$ cat src/rtl/sd_cmd_tx.sv
// SD CMD-line token serialiser: start/transmission bits, index, argument, CRC7, end bit.
// Optional macro SD_CMD_NCC_EN adds an N_CC idle gap (NCC_CYCLES bit times) before done.
module sd_cmd_tx #(
    parameter int ARG_WIDTH  = 32,
    parameter int NCC_CYCLES = 8
) (
    input  logic                 clk,
    input  logic                 rst,
    input  logic                 clk_en,
    input  logic                 start,
    input  logic [5:0]           cmd_index,
    input  logic [ARG_WIDTH-1:0] cmd_argument,
    output logic                 cmd_out,
    output logic                 cmd_oe,
    output logic                 busy,
    output logic                 done,
    output logic [6:0]           crc7_out
);

    localparam int SR_W = ARG_WIDTH + 8;

    localparam logic [1:0] ST_IDLE = 2'd0;
    localparam logic [1:0] ST_SEND = 2'd1;
`ifdef SD_CMD_NCC_EN
    localparam logic [1:0] ST_NCC  = 2'd2;
    localparam int         NCC_W   = (NCC_CYCLES > 1) ? $clog2(NCC_CYCLES) : 1;
`endif

    if (ARG_WIDTH != 32) begin : g_bad_arg_width
        $error("sd_cmd_tx: ARG_WIDTH must be 32");
    end
    if (NCC_CYCLES < 1) begin : g_bad_ncc
        $error("sd_cmd_tx: NCC_CYCLES must be at least 1");
    end

    logic [1:0]      state_q, state_d;
    logic [SR_W-1:0] sreg_q, sreg_d;
    logic [6:0]      crc_q, crc_d;
    logic [5:0]      cnt_q, cnt_d;
    logic            done_q, done_d;
    logic [6:0]      crc7_q, crc7_d;
`ifdef SD_CMD_NCC_EN
    logic [NCC_W-1:0] ncc_q, ncc_d;
`endif

    logic       tx_bit;
    logic       crc_fb;
    logic [6:0] crc_step;

    // cnt_q counts the frame bit currently on the line (47 down to 0).
    always_comb begin
        if (cnt_q >= 6'd8) begin
            tx_bit = sreg_q[SR_W-1];
        end else if (cnt_q != 6'd0) begin
            tx_bit = crc_q[6];
        end else begin
            tx_bit = 1'b1;
        end
    end

    // Serial CRC7, polynomial x^7 + x^3 + 1.
    assign crc_fb   = sreg_q[SR_W-1] ^ crc_q[6];
    assign crc_step = {crc_q[5:0], 1'b0} ^ ({7{crc_fb}} & 7'h09);

    always_comb begin
        state_d = state_q;
        sreg_d  = sreg_q;
        crc_d   = crc_q;
        cnt_d   = cnt_q;
        done_d  = 1'b0;
        crc7_d  = crc7_q;
`ifdef SD_CMD_NCC_EN
        ncc_d   = ncc_q;
`endif
        case (state_q)
            ST_IDLE: begin
                if (start) begin
                    state_d = ST_SEND;
                    sreg_d  = {2'b01, cmd_index, cmd_argument};
                    crc_d   = 7'd0;
                    cnt_d   = 6'd47;
                end
            end
            ST_SEND: begin
                if (clk_en) begin
                    cnt_d = cnt_q - 6'd1;
                    if (cnt_q >= 6'd8) begin
                        sreg_d = {sreg_q[SR_W-2:0], 1'b0};
                        crc_d  = crc_step;
                    end else if (cnt_q != 6'd0) begin
                        // Rotate rather than shift: after seven bits the final CRC is back in place.
                        crc_d = {crc_q[5:0], crc_q[6]};
                    end else begin
                        cnt_d  = 6'd0;
                        crc7_d = crc_q;
`ifdef SD_CMD_NCC_EN
                        state_d = ST_NCC;
                        ncc_d   = NCC_W'(NCC_CYCLES - 1);
`else
                        state_d = ST_IDLE;
                        done_d  = 1'b1;
`endif
                    end
                end
            end
`ifdef SD_CMD_NCC_EN
            ST_NCC: begin
                if (clk_en) begin
                    if (ncc_q == '0) begin
                        state_d = ST_IDLE;
                        done_d  = 1'b1;
                    end else begin
                        ncc_d = ncc_q - 1'b1;
                    end
                end
            end
`endif
            default: begin
                state_d = ST_IDLE;
            end
        endcase
    end

    always_ff @(posedge clk) begin
        if (rst) begin
            state_q <= ST_IDLE;
            sreg_q  <= '0;
            crc_q   <= 7'd0;
            cnt_q   <= 6'd0;
            done_q  <= 1'b0;
            crc7_q  <= 7'd0;
`ifdef SD_CMD_NCC_EN
            ncc_q   <= '0;
`endif
        end else begin
            state_q <= state_d;
            sreg_q  <= sreg_d;
            crc_q   <= crc_d;
            cnt_q   <= cnt_d;
            done_q  <= done_d;
            crc7_q  <= crc7_d;
`ifdef SD_CMD_NCC_EN
            ncc_q   <= ncc_d;
`endif
        end
    end

    assign cmd_oe   = (state_q == ST_SEND);
    assign cmd_out  = (state_q == ST_SEND) ? tx_bit : 1'b1;
    assign busy     = (state_q != ST_IDLE);
    assign done     = done_q;
    assign crc7_out = crc7_q;

endmodule
$ cat config.mk
export PLATFORM = sky130hd
export DESIGN_NAME = sd_cmd_tx
export DESIGN_NICKNAME = d
export VERILOG_FILES = /design/src/rtl/sd_cmd_tx.sv
export SDC_FILE = /design/constraint.sdc
export NUM_CORES = 1
export LEC_CHECK = 0
export CAP_MARGIN = 30
export CORE_ASPECT_RATIO = 1.1
export CORE_UTILIZATION = 50
export DETAILED_ROUTE_END_ITERATION = 7
export PLACE_DENSITY_LB_ADDON = 0.1
export SYNTH_ARGS = -nofsm -noshare
export SYNTH_HDL_FRONTEND = slang
export SYNTH_SLANG_ARGS = --single-unit
$ cat constraint.sdc
create_clock -name clk -period 2 [get_ports clk]
set_input_delay 0.2 -clock clk [delete_from_list [all_inputs] [get_ports clk]]
set_output_delay 0.2 -clock clk [all_outputs]
set_load 0.005 [all_outputs]
# ---- Word level (Yosys, flattened, before mapping)
# Cells that the tools add are included.
dict set report totals {
  reg_bits 63
  inputBits 42
  elab_cells 54
}
dict set report op_classes {
  add_sub_neg 1
  magnitude_cmp 1
  eq_ne 7
  mux 23
  n_bitwise 6
  reduce_logical 10
}
# cell count
set ops {}
lappend ops {{40-bit two-way mux} 3}
lappend ops {{40-bit case mux with 2 select lines} 1}
lappend ops {{7-bit two-way mux} 4}
lappend ops {{6-bit two-way mux} 4}
lappend ops {{4-bit AND reduction} 4}
lappend ops {{7-bit case mux with 2 select lines} 1}
lappend ops {{6-bit case mux with 2 select lines} 1}
lappend ops {{2-bit two-way mux} 4}
lappend ops {{2-bit inequality test (second input constant)} 4}
lappend ops {{7-bit by 4-bit XOR with 7-bit output} 1}
lappend ops {{6-bit by 4-bit greater-or-equal comparator with 1-bit output (second input constant)} 1}
lappend ops {{6-bit nonzero test} 1}
lappend ops {{6-bit by 1-bit subtractor with 6-bit output (second input constant)} 1}
lappend ops {{1-bit two-way mux} 4}
lappend ops {{1-bit NOT} 4}
lappend ops {{2-bit case mux with 2 select lines} 1}
lappend ops {{2-bit nonzero test} 2}
lappend ops {{4-bit OR reduction} 1}
lappend ops {{3-bit by 1-bit inequality test with 1-bit output (second input constant)} 1}
lappend ops {{3-bit AND reduction} 1}
lappend ops {{2-bit by 1-bit == test with 1-bit output (second input constant)} 1}
lappend ops {{2-bit zero test} 1}
lappend ops {{2-bit by 1-bit inequality test with 1-bit output (second input constant)} 1}
lappend ops {{1-bit XOR} 1}

# ---- Logic depth before layout (Yosys ltp)
# Gate-level depths: netlist (run 1).
dict set report depth {
  depth_word 5
  ltp_mapped 8
  mapped_depth_nobuf 6
}

# ---- Least setup slack after synthesis (run 1)
# OpenSTA, ideal clock, no wires.
dict set report synth_path {
  kind {reg2reg}
  from {register cnt_q[3]}
  to {register crc7_q[0], in the netlist crc7_out[0]}
  setup_time_ns 0.128
  arrival_time_ns 1.461
  required_time_ns 1.872
  slack_ns 0.412
  stages_incl_launch_ff 6
  cell_sequence {dfxtp_1 buf_6 or3_4 nor3_4 mux2i_1 nor2_1}
}
dict set report synth_between {
  elab_chain_cells 3
  elab_cells_between_ends 5
  classes_between {1 x order compare; 2 x bitwise; 2 x reduce/logical}
}
# item line_no
set synth_rtl {}
lappend synth_rtl {{start, declared} 39} ;# logic [5:0] cnt_q, cnt_d;
lappend synth_rtl {{start signal, assigned} 139} ;# cnt_q <= cnt_d;
lappend synth_rtl {{6-bit by 4-bit greater-or-equal comparator with 1-bit output or 6-bit nonzero test (tied branches)} {87, 90}}
lappend synth_rtl {{1-bit NOT (no line)} n/a}
lappend synth_rtl {{4-bit AND reduction (no line) *} n/a}
lappend synth_rtl {{end signal, assigned} 141} ;# crc7_q <= crc7_d;
lappend synth_rtl {{end, declared} 41} ;# logic [6:0] crc7_q, crc7_d;
# Every way passes the cells marked *; elsewhere a longest branch is shown, timed or not.
# A chain may end at the register's enable or synchronous reset.

# ---- Worst setup path in the final report (run 1)
dict set report layout_path {
  from {register cnt_q[3]}
  to {output cmd_out}
}
dict set report layout_between {
  elab_chain_cells 4
  elab_cells_between_ends 5
  classes_between {1 x order compare; 3 x mux; 1 x reduce/logical}
}
# item line_no
set layout_rtl {}
lappend layout_rtl {{parallel branches: the longest is 2 deep, another holds 6-bit by 4-bit greater-or-equal comparator with 1-bit output} n/a}
lappend layout_rtl {{1-bit two-way mux *} 52} ;# if (cnt_q >= 6'd8) begin
lappend layout_rtl {{1-bit two-way mux *} 149} ;# assign cmd_out = (state_q == ST_SEND) ? tx_bit : 1'b1;
lappend layout_rtl {{end, declared} 13} ;# output logic cmd_out,
# Mark *: on every way between the ends.

==> flow_metrics.py, run 1 <==
metrics = {
    "clocking": {
        "numCtsBuffers": 9,
        "cts-root-buf": "clkbuf_8",
        "clockBufferDepth": 2,
        "clk-insertion-delay-late_ns": 0.33,
        "clock_sinks": 62,
        "htreeDepth": 3,
        "cts_tree": "yes",
        "holdBufCountCts": 0,
        "clkTransAtPathRegs_ns": 0.06,
    },
    "logic_synthesis": {
        "ys_seq_area_frac": 0.456,
        "synth_area_um2": 2720,
        "yosysTopAreaCell": "dfxtp_1",
        "synth.area.top_cells": "dfxtp_1 46%, mux2i_1 17%, a211oi_1 10%, nor2_1 7.3%, a21oi_1 2.4%",
        "synth_nets": 337,
        "yosys_warnings": 0,
        "ys_seq_elements": 62,
        "synth_top_area_frac": 0.456,
        "synth_cell_type_count": 33,
        "ys_top_cells_by_count": "62 x dfxtp_1, 53 x nor2_1, 45 x mux2i_1, 37 x a211oi_1, 14 x nand2_1",
        "async_flop_share": 0,
        "avgSynthCellArea_um2": 9.29,
        "yosysMostFrequentCell": "dfxtp_1",
        "synth_edf_count": 0,
        "yosys_most_used_dff": "dfxtp_1",
        "synthCells": 293,
    },
    "timing": {
        "fin_tns_setup_ns": 0,
        "relSlewSlack": 0.686,
        "hold_viol": 0,
        "period_needed_ns": 1.65,
        "fmax_mhz": 605,
        "rsz0062_at_grt": "no",
        "post-route-period-util": 0.826,
        "clock_skew_ns": 0.00512,
        "setup_viol": 0,
        "tightest_slew_ns": 0.471,
        "slew_viol_final": 0,
    },
    "global_routing": {
        "grt_max_degree": 75,
        "grt_first_pass_wirelength_um": 8980,
        "grt-ovfl-total": 0,
        "grt_usage": 0.206,
        "antenna_found_initial": 0,
        "grt_pass1_vias": 1996,
    },
    "layout": {
        "antenna_cells": 0,
        "regArea_um2": 1240,
        "syn_to_final_growth_pct": 29.3,
        "fill_cells": 455,
        "instances_no_fill": 418,
        "multi_input_area_um2": 1380,
        "drive_above_1_share": 0.0954,
        "nets": 387,
    },
    "pwr": {
        "p_per_area_nw_per_um2": 827,
        "power.internal_mw": 2.16,
        "p_leak_nw": 1.30,
        "clkPwrFrac": 0.344,
        "seqPwrFrac": 0.479,
        "p_sw_uw": 754,
        "switching_share": 0.259,
        "share_comb_of_total_power": 0.176,
        "irDropWorstVdd_mv": 0.519,
    },
    "routing": {
        "num_vias": 2189,
        "post_drt_wl_per_cell_um": 12.9,
        "vias_per_cell": 5.24,
        "drtPass1Iterations": 4,
        "drcViolationCount": 0,
        "drtAntennaViolNets": 0,
        "drt_iter0_drc": 116,
        "wl_um": 5410,
    },
    "worst_setup_path": {
        "arrival_ns": 1.45,
        "criticalPathCategory": "reg2out",
        "ff2ff_path_depth": 5,
        "end_kind": "output pin",
        "start_kind": "register",
        "critPathRequiredTime_ns": 1.80,
        "critical_path_peak_fanout": 8,
    },
    "placed_design": {
        "routabilityCongestion": 0.821,
        "dp.final_hpwl_um": 3590,
        "dpl.cell_count": 402,
        "io_buffers": 52,
    },
    "floorplanning": {
        "die_h_um": 79.4,
        "design.core.area_um2": 5130,
        "die_w_um": 72.4,
        "io_pins": 53,
        "start_util": 0.530,
        "rows": 27,
        "design.die.area_um2": 5740,
    },
    "run": {
        "maxCapViolations": 0,
    },
    "hold_path": {
        "worstHoldPathType": "in2reg",
        "hold_depth": 2,
    },
    "outcome": {
        "status": "complete, no violations",
    },
}
-- state kept, by name, summed over array words and instances (netlist names) --
register / count
cnt_q: 6
crc7_out: 7
crc_q: 7
done: 1
sreg_q: 40
state_q: 1
-- worst max-delay path, cell delays in order (launching register included) --
cell and delay, ns:
dfxtp_1 0.40, o31ai_1 0.39, nand4_1 0.15, dlymetal6s2s_1 0.17
-- final timing paths --
check                start          end  slack, ns
hold / removal         rst  crc7_out[5]       0.23
setup / recovery  cnt_q[3]      cmd_out       0.35
setup reg to reg  cnt_q[3]  crc7_out[1]       0.36
hold reg to reg   crc_q[4]     crc_q[5]       0.46
-- power groups by stage --
| stage | clock network, mW | logic, mW | registers, mW |
|---|---|---|---|
| after floorplan | 0 | 0.352 | 1.40 |
| after global placement | 0 | 0.490 | 1.42 |
| after detailed placement | 0 | 0.499 | 1.42 |
| after CTS | 1.03 | 0.515 | 1.40 |
| after global routing | 1.08 | 0.573 | 1.41 |
| final | 1.00 | 0.514 | 1.40 |
-- layout make-up --
| type | instances | area share |
|---|---|---|
| tap | 72 | 0.0256 |
| sequential | 62 | 0.353 |
| multi-input combinational | 203 | 0.391 |
| timing repair buffer | 63 | 0.178 |
| inverter | 4 | 0.00426 |
| clock buffer | 12 | 0.0384 |
| clock inverter | 2 | 0.00995 |
-- cells in the final DEF, fill, tap and decap left out, types with 2 or more instances in the layout --
| cell type | count |
|---|---|
| a211oi_1 | 37 |
| a21oi_1 | 13 |
| a311oi_1 | 2 |
| a31oi_1 | 3 |
| buf_12 | 2 |
| buf_4 | 9 |
| clkbuf_1 | 3 |
| clkbuf_8 | 9 |
| clkdlybuf4s50_1 | 50 |
| dfxtp_1 | 61 |
| inv_1 | 2 |
| inv_2 | 2 |
| mux2i_1 | 45 |
| nand2_1 | 13 |
| nand2b_1 | 2 |
| nand3_1 | 7 |
| nand3b_1 | 3 |
| nand4_1 | 2 |
| nor2_1 | 53 |
| nor3_1 | 4 |
| o31ai_1 | 2 |
| xnor2_1 | 3 |
-- routing by layer --
layer	global-route usage	up-vias	part of all wire
met5	0	-	0
li1	-	1153	-
met3	0.0619	7	0.040
met1	0.257	989	0.49
met2	0.318	40	0.46
met4	0.106	0	0.015
-- logic make-up (layout without fill, tap and decap cells) --
logic type | count (synthesis) | after routing | share of synthesized area
and+or+nand+nor | 91 | 91 | 0.150
AOI/OAI and AO/OA | 62 | 62 | 0.163
DFF | 62 | 62 | 0.456
muxes | 45 | 45 | 0.165
buffers and inverters | 28 | 81 | 0.0464
xor gates and xnor gates | 3 | 3 | 0.00965
adders and majority gates | 2 | 2 | 0.00919
-- stage by stage --
| stage | cell area [um2] | utilization | total power [mW] | hold WS [ns] | worst slack [ns] |
|---|---|---|---|---|---|
| floorplan | 2720 | - | 1.75 | 0.362 | 0.412 |
| global route | 3520 | 0.686 | 3.07 | 0.243 | 0.265 |
| detailed placement | 3310 | 0.645 | 1.92 | 0.461 | 0.213 |
| finish | 3520 | 0.686 | 2.91 | 0.227 | 0.348 |
| CTS | 3510 | 0.684 | 2.94 | 0.215 | 0.0178 |
| global placement | 3310 | 0.645 | 1.91 | 0.461 | 0.201 |
-- what timing repair did --
action | in CTS | in global routing
setup endpoints to repair | 1 | 1
setup buffers | 1 | 1
resized for setup | 6 | 1
pin swaps | 1 | 1
Power figures use the tool's default switching activity.
==> run 2, diff against run 1 <==
CORE_UTILIZATION = 46   (was 50)
clock period = 1.51 ns   (was 2 ns; I/O delays follow)
==> flow_metrics.py, run 2 (synthesis gave the netlist of run 1 again) <==
metrics = {
    "outcome": {
        "status": "complete, no violations",
    },
    "timing": {
        "tightest_slew_ns": 0.443,
        "layout_setup_ws_ns": 0.000311,
        "period_needed_ns": 1.51,
        "rsz0062_at_grt": "yes",
        "fmax_mhz": 662,
        "clock_skew_ns": 0.0103,
        "setup_viol": 0,
        "slew_viol_final": 0,
        "post-route-period-util": 1.00,
        "hold_viol": 0,
        "relSlewSlack": 0.705,
    },
    "layout": {
        "drive_above_1_share": 0.191,
        "top_register": "sreg_q",
        "final_util": 0.661,
        "antenna_cells": 0,
        "fill_cells": 529,
        "syn_to_final_growth_pct": 39.1,
        "most-common-layout-cells": "56 x dfxtp_1, 53 x nor2_1, 50 x clkdlybuf4s50_1, 45 x mux2i_1, 37 x a211oi_1",
        "nets": 412,
        "instances_no_fill": 449,
        "final_common_cell": "dfxtp_1",
        "largest_reg_flops": 40,
    },
    "routing": {
        "drtAntennaViolNets": 0,
        "vias_per_cell": 5.18,
        "drcViolationCount": 0,
        "post_drt_wl_per_cell_um": 13.2,
        "num_vias": 2324,
        "drt_iter0_drc": 103,
        "drtPass1Iterations": 5,
        "wl_um": 5930,
    },
    "clocking": {
        "numCtsBuffers": 9,
        "holdBufCountCts": 0,
        "htreeDepth": 3,
        "clkTransAtPathRegs_ns": 0.07,
        "cts-root-buf": "clkbuf_8",
        "clock_sinks": 62,
        "cts_tree": "yes",
        "clk-insertion-delay-late_ns": 0.33,
        "clockBufferDepth": 2,
    },
    "worst_setup_path": {
        "slowest_delay_ns": 0.41,
        "critPathRequiredTime_ns": 1.73,
        "start_kind": "register",
        "cp.depth": 5,
        "cp_num_buf_inv": 1,
        "startpoint": "cnt_q[3]",
        "r2r-start": "cnt_q[3]",
        "end_kind": "register",
        "critical_path_peak_fanout": 8,
        "criticalPathCategory": "reg2reg",
        "slowest_stage": "or3_4",
        "arrival_ns": 1.73,
        "cp_cell_sequence": "or3_4, nor3_4, buf_12, mux2i_1, nor2_1",
        "ff2ff_path_depth": 5,
        "critPathTopFamily": "simple AND/OR/NAND/NOR gates",
    },
    "pwr": {
        "p_leak_nw": 1.42,
        "irDropWorstVdd_mv": 0.593,
        "p_per_area_nw_per_um2": 1020,
    },
    "placed_design": {
        "dp.final_hpwl_um": 4110,
        "dp_slack_ns": -0.118,
        "dpl.cell_count": 427,
        "routabilityCongestion": 0.790,
        "io_buffers": 52,
    },
    "run": {
        "maxCapViolations": 0,
    },
    "global_routing": {
        "grt_pass1_vias": 2135,
        "grt_max_degree": 35,
        "grt_usage": 0.206,
        "grt-ovfl-total": 0,
        "grt_first_pass_wirelength_um": 9590,
        "antenna_found_initial": 0,
    },
    "floorplanning": {
        "rows": 29,
        "die_w_um": 75.4,
        "design.die.area_um2": 6230,
        "die_h_um": 82.7,
        "io_pins": 53,
        "start_util": 0.475,
        "design.core.area_um2": 5730,
    },
    "hold_path": {
        "hold_depth": 2,
        "min_from": "rst",
        "worstHoldPathType": "in2reg",
    },
}
run 2: path summary, 6_finish.rpt:
| path | to | slack [ns] |
|---|---|---|
| setup reg to reg | crc7_out[0] | 0.0003 |
| hold / removal | crc7_out[6] | 0.19 |
| hold reg to reg | crc_q[4] | 0.47 |
| setup / recovery | crc7_out[0] | 0.0003 |
run 2: metal layers:
layer | GRT usage | share of wire
met1 | 0.255 | 0.47
met2 | 0.346 | 0.49
met3 | 0.0364 | 0.027
met4 | 0.0944 | 0.015
met5 | 0 | 0
run 2: timing repair:
| item | CTS | global route |
|---|---|---|
| endpoints found under the hold margin | 0 | 0 |
| cloned | 0 | 0 |
| gates resized for setup | 19 | 7 |
| pin swaps | 5 | 6 |
| endpoints found under the setup margin | 18 | 44 |
| buffers inserted | 4 | 3 |
run 2: through the flow:
stage / hold WS (ns) / setup TNS, ns / instance area [um2] / power (mW)
6_report: 0.191 / 0 / 3790 / 3.87
5_1_grt: 0.216 / -0.463 / 3790 / 4.06
4_1_cts: 0.181 / -0.000339 / 3730 / 3.87
3_5_place_dp: 0.466 / -2.15 / 3500 / 2.64
3_3_place_gp: 0.461 / -1.41 / 3500 / 2.62
2_1_floorplan: 0.313 / -0.431 / 2730 / 2.32
run 2: layout make-up:
type | count | area (um2) | share of cell area
tap | 77 | 96.3 | 0.0254
sequential | 62 | 1260 | 0.332
clock inverter | 4 | 25.0 | 0.00661
multi-input combinational | 203 | 1430 | 0.376
clock buffer | 11 | 131 | 0.0347
timing repair buffer | 88 | 838 | 0.221
inverter | 4 | 15.0 | 0.00396
run 2: power breakdown:
group,leakage (nW),internal (mW),switching (mW),total [mW]
sequential,0.513,1.77,0.0889,1.86
clock,0.0752,0.581,0.601,1.18
combinational,0.829,0.446,0.382,0.827
total,1.42,2.79,1.07,3.87
